File: src/rtl/matmult_pkg.sv
// Shared types and sizing helpers for the matrix-multiplier result collector.
package matmult_pkg;

    typedef enum logic {
        COLLECT = 1'b0,
        DONE    = 1'b1
    } state_t;

    localparam int DEF_ELEMENTS_NUM = 4;
    localparam int DEF_DATA_WIDTH   = 4;
    localparam int FRAME_WORDS      = DEF_ELEMENTS_NUM * DEF_ELEMENTS_NUM;

    // Width of one product-sum: two operands multiplied, N terms accumulated, plus sign/guard bit.
    function automatic int res_width(input int data_width, input int elements_num);
        return data_width * 2 + $clog2(elements_num) + 1;
    endfunction

    function automatic int frame_words(input int elements_num);
        return elements_num * elements_num;
    endfunction

endpackage

File: src/rtl/matmult_result_buf.sv
// Frame buffer: one write port, one registered read port, no reset on contents.
module matmult_result_buf #(
    parameter int DEPTH  = 16,
    parameter int WIDTH  = 11,
    localparam int ADDR_W = $clog2(DEPTH)
) (
    input  logic              i_clk,
    input  logic              i_wr_en,
    input  logic [ADDR_W-1:0] i_wr_addr,
    input  logic [WIDTH-1:0]  i_wr_data,
    input  logic              i_rd_en,
    input  logic [ADDR_W-1:0] i_rd_addr,
    output logic [WIDTH-1:0]  o_rd_data
);

    logic [WIDTH-1:0] r_mem [DEPTH];

    // Write accepted result words.
    always_ff @(posedge i_clk) begin
        if (i_wr_en) begin
            r_mem[i_wr_addr] <= i_wr_data;
        end
    end

    // Registered read; output holds between reads.
    always_ff @(posedge i_clk) begin
        if (i_rd_en) begin
            o_rd_data <= r_mem[i_rd_addr];
        end
    end

endmodule

File: src/rtl/matmult_result_collector.sv
// Collects one N x N result frame from the multiplier stream, checks its
// length against the last flag and exposes it through a registered read port.
//
//   state   | meaning
//   --------+-----------------------------------------------------------
//   COLLECT | accepting words, ready_in high
//   DONE    | frame captured, upstream back-pressured, buffer readable
module matmult_result_collector
    import matmult_pkg::*;
#(
    parameter int  elementsNum = DEF_ELEMENTS_NUM,
    parameter int  dataWidth   = DEF_DATA_WIDTH,
    localparam int RES_W       = res_width(dataWidth, elementsNum),
    localparam int FRAME_W     = frame_words(elementsNum),
    localparam int ADDR_W      = $clog2(FRAME_W),
    localparam int CNT_W       = ADDR_W + 1
) (
    input  logic              i_clk,
    input  logic              i_rst,
    input  logic [RES_W-1:0]  i_in,
    input  logic              i_valid_in,
    output logic              o_ready_in,
    input  logic              i_last_in,
    input  logic              i_rd_en,
    input  logic [ADDR_W-1:0] i_rd_addr,
    output logic [RES_W-1:0]  o_rd_data,
    output logic              o_rd_valid,
    input  logic              i_release,
    output logic              o_done,
    output logic              o_err_short,
    output logic              o_err_no_last,
    output logic [CNT_W-1:0]  o_word_count
);

    state_t            r_state;
    state_t            w_state_next;
    logic [ADDR_W-1:0] r_wr_ptr;
    logic [CNT_W-1:0]  r_word_count;
    logic              r_err_short;
    logic              r_err_no_last;
    logic              r_rd_valid;
    logic              r_rd_zero;
    logic              w_xfer;
    logic              w_at_end;
    logic              w_frame_end;
    logic              w_rearm;
    logic              w_rd_req;
    logic              w_rd_in_range;
    logic [RES_W-1:0]  w_buf_q;

    assign o_ready_in    = (r_state == COLLECT) && !i_rst;
    assign w_xfer        = i_valid_in && o_ready_in;
    assign w_at_end      = (r_wr_ptr == ADDR_W'(FRAME_W - 1));
    assign w_frame_end   = w_xfer && (i_last_in || w_at_end);
    assign w_rearm       = (r_state == DONE) && i_release;
    assign w_rd_req      = i_rd_en && (r_state == DONE);
    assign w_rd_in_range = ({1'b0, i_rd_addr} < r_word_count);

    // State register.
    always_ff @(posedge i_clk) begin
        if (i_rst) begin
            r_state <= COLLECT;
        end else begin
            r_state <= w_state_next;
        end
    end

    // Next-state logic.
    always_comb begin
        w_state_next = r_state;
        case (r_state)
            COLLECT: if (w_frame_end) w_state_next = DONE;
            DONE:    if (i_release)   w_state_next = COLLECT;
            default: w_state_next = COLLECT;
        endcase
    end

    // Write pointer, word count and frame-length error flags.
    always_ff @(posedge i_clk) begin
        if (i_rst || w_rearm) begin
            r_wr_ptr      <= '0;
            r_word_count  <= '0;
            r_err_short   <= 1'b0;
            r_err_no_last <= 1'b0;
        end else if (w_xfer) begin
            r_word_count <= r_word_count + CNT_W'(1);
            // Pointer parks on the final word so it can never wrap onto address 0.
            if (!w_frame_end) begin
                r_wr_ptr <= r_wr_ptr + ADDR_W'(1);
            end
            r_err_short   <= i_last_in && !w_at_end;
            r_err_no_last <= !i_last_in && w_at_end;
        end
    end

    // Read handshake; out-of-range reads are forced to zero at the output mux.
    always_ff @(posedge i_clk) begin
        if (i_rst) begin
            r_rd_valid <= 1'b0;
            r_rd_zero  <= 1'b1;
        end else begin
            r_rd_valid <= w_rd_req;
            if (w_rd_req) begin
                r_rd_zero <= !w_rd_in_range;
            end
        end
    end

    matmult_result_buf #(
        .DEPTH (FRAME_W),
        .WIDTH (RES_W)
    ) u_buf (
        .i_clk     (i_clk),
        .i_wr_en   (w_xfer),
        .i_wr_addr (r_wr_ptr),
        .i_wr_data (i_in),
        .i_rd_en   (w_rd_req),
        .i_rd_addr (i_rd_addr),
        .o_rd_data (w_buf_q)
    );

    assign o_rd_data     = r_rd_zero ? '0 : w_buf_q;
    assign o_rd_valid    = r_rd_valid;
    assign o_done        = (r_state == DONE);
    assign o_err_short   = r_err_short;
    assign o_err_no_last = r_err_no_last;
    assign o_word_count  = r_word_count;

endmodule
File: config.mk
export PLATFORM = sky130hd
export DESIGN_NAME = matmult_result_collector
export DESIGN_NICKNAME = d
export VERILOG_FILES = /design/src/rtl/matmult_pkg.sv /design/src/rtl/matmult_result_buf.sv /design/src/rtl/matmult_result_collector.sv
export SDC_FILE = /design/constraint.sdc
export NUM_CORES = 1
export LEC_CHECK = 0
export ABC_AREA = 1
export CORE_ASPECT_RATIO = 0.5
export CORE_MARGIN = 2
export CORE_UTILIZATION = 65
export DETAILED_ROUTE_END_ITERATION = 8
export GPL_ROUTABILITY_DRIVEN = 0
export PLACE_DENSITY = 0.9
export SYNTH_ARGS = -nofsm -noshare
export SYNTH_HDL_FRONTEND = slang
export SYNTH_HIERARCHICAL = 1
export SYNTH_SLANG_ARGS = --single-unit
File: constraint.sdc
create_clock -name i_clk -period 3.5 [get_ports i_clk]
set_input_delay 0.7 -clock i_clk [delete_from_list [all_inputs] [get_ports i_clk]]
set_output_delay 0.7 -clock i_clk [all_outputs]
set_load 0.03 [all_outputs]
==> impl_metrics.json <==
{
  "drive_gt1_share_pct": 6.24,
  "cts_tree": "yes",
  "place_area_sq_um": 9360,
  "antenna_cells": 0,
  "yosysWarningCount": 6,
  "rows": 29,
  "hold_viol": 0,
  "syn2layout_area_growth_pct": 12.4,
  "dpl_worst_slack_ns": 0.607,
  "fin_setup_tns_ns": 0,
  "antenna_found_initial": 0,
  "finalCriticalPeriod_ns": 2.85,
  "fin_cells": 1099,
  "cts-buffers-inserted": 18,
  "fillers": 687,
  "post_cts_buffers": 0,
  "end_kind": "output pin",
  "worstMarginPinSlew_ns": 0.916,
  "core_sq_um": 13000,
  "final_area_sq_um": 9900,
  "worstHoldPathType": "register to register",
  "p_per_area_nw_per_um2": 491,
  "clk_latency_ns": 0.49,
  "slew_headroom_pct": 38.7,
  "max_cap_viol_count": 0,
  "setup_viol": 0,
  "max_freq_ghz": 0.351,
  "die-area_sq_um": 14600,
  "register_area_sq_um": 5900,
  "grt_use_total_pct": 31.5,
  "cts_sinks": 201,
  "yosysUniqueCellTypes": 27,
  "synth_nets": 900,
  "hold_ws_ns": 0.471,
  "ir_drop_v": 0.000356,
  "overflow": 0,
  "vias": 6597,
  "crit_arrival_ns": 2.15,
  "layout_setup_ws_ns": 0.647,
  "h-tree-depth": 1,
  "synth.avg_cell_area_sq_um": 10.1,
  "nets": 945,
  "startpoint_type": "primary input",
  "postRouteAntennaNets": 0,
  "hpwl_mm": 13.0,
  "grt_pass1_vias": 6468,
  "layout_common_cells": "nand2_1 (264), edfxtp_1 (187), inv_1 (160)",
  "vias_per_cell": 6.00,
  "syn_area_sq_um": 8810,
  "wire_per_inst_microns": 20.0,
  "die_y_microns": 86.3,
  "holdBufCountCts": 0,
  "wl_mm": 22.0,
  "drc": 0,
  "start_util_pct": 68.0,
  "critical_path_class": "primary input to output pin",
  "ys_ff_latch": 201,
  "drt-pass1-iter-count": 6,
  "drtIter0Drc": 1118,
  "io_pins": 42,
  "power_leakage_nw": 4.23,
  "post_cts_resized": 0,
  "grt_pass1_wl_mm": 34.1,
  "clock_path_buffers": 3,
  "slew_viol_final": 0,
  "root_buffer": "clkbuf_16",
  "rsz0062_at_grt": "no",
  "status": "finished clean",
  "crit_required_ns": 2.80,
  "die_width_microns": 169,
  "grt_max_degree": 89,
  "finClkSkew_ns": 0.0130,
  "path_clk_slew_ns": 0.06,
  "synth-seq-area-share_pct": 66.9,
  "syn_inst": 874,
  "period_share_pct": 81.5,
  "numPortBuffers": 41,
  "multiInputGateArea_sq_um": 2080,
  "cp_max_fo": 5,
  "final_common_cell": "nand2_1",
  "dpl.cell_count": 1069
}
metal layers:
layer  up-vias  track usage (%)  wire length, microns
li1       2884                -                     -
met1      3024             41.7                  7930
met2       569             48.5                  9750
met3       120             10.4                  3270
met4         0             14.4                  1060
met5         -                0                     0
logic make-up (layout without fill, tap and decap cells):
kind of cell	after synthesis	count (layout)	share of synthesized area [%]
adder cells (fa/ha/maj)	5	5	0.710
XOR/XNOR	2	2	0.199
AO/OA/AOI/OAI	14	14	0.980
AND/OR/NAND/NOR	451	451	21.7
buffers and inverters	201	256	9.46
flip-flops	201	201	66.9
worst max-delay path: stages:
cell             delay [ns]
clkdlybuf4s50_1        0.54
nor2_4                 0.21
clkdlybuf4s50_1        0.70
state kept, by name, indices dropped and copies added, names as in the netlist:
name and cells:
o_err_no_last 1, o_done 1, o_word_count 5, o_err_short 1, r_wr_ptr 4, u_buf/o_rd_data 11
u_buf/r_mem 176, o_rd_valid 1, r_rd_zero 1
Yosys cell counts:
master / n / share of area [%]
a21oi_1: 7 / 0.40
nor2_4: 2 / 0.26
and3_1: 1 / 0.071
nand4_1: 3 / 0.21
nand3b_1: 3 / 0.26
buf_2: 19 / 1.1
a21oi_4: 1 / 0.18
nand3_1: 140 / 8.0
buf_1: 3 / 0.13
a22oi_1: 1 / 0.085
o21ai_0: 2 / 0.11
buf_4: 2 / 0.17
inv_4: 1 / 0.071
nor2_1: 36 / 1.5
ha_1: 5 / 0.71
inv_2: 4 / 0.17
nand2_4: 1 / 0.13
o211ai_1: 1 / 0.085
buf_6: 6 / 0.77
o21ai_1: 2 / 0.11
dfxtp_1: 14 / 3.2
inv_1: 160 / 6.8
edfxtp_1: 187 / 64
nor3_1: 1 / 0.057
xor2_1: 2 / 0.20
nand2_1: 264 / 11
clkbuf_1: 6 / 0.26
cell type report:
cell class	instances	area share, %
clock buffers	21	4.98
inverters	165	6.28
repair buffers	61	5.56
clock inverters	9	0.480
well taps	170	2.15
flip-flops and latches	201	59.5
multi-input cells	472	21.0
final timing paths:
check / end / depth (start not counted) / slack [ns] / from
max: o_ready_in / 3 / 0.65 / i_rst
min: o_err_short$_SDFFE_PP0P_ / 2 / 0.47 / o_err_short$_SDFFE_PP0P_
max reg2reg: u_buf/r_mem[8][6]$_DFFE_PP_ / 6 / 1.51 / o_done$_SDFF_PP0_
min reg2reg: o_err_short$_SDFFE_PP0P_ / 2 / 0.47 / o_err_short$_SDFFE_PP0P_
through the flow:
stage | util [%] | power, W
4_1_cts | 76.4 | 0.00485
3_5_place_dp | 72.3 | 0.00305
5_1_grt | 76.4 | 0.00497
6_report | 76.4 | 0.00486
3_3_place_gp | 72.3 | 0.00304
2_1_floorplan | - | 0.00291
power by group:
group          switching (W)  total (W)  internal, W
logic               0.000257   0.000356    0.0000994
clock network       0.000837    0.00184      0.00101
registers          0.0000159    0.00266      0.00265
No activity file was read; power rests on OpenSTA's default activity.
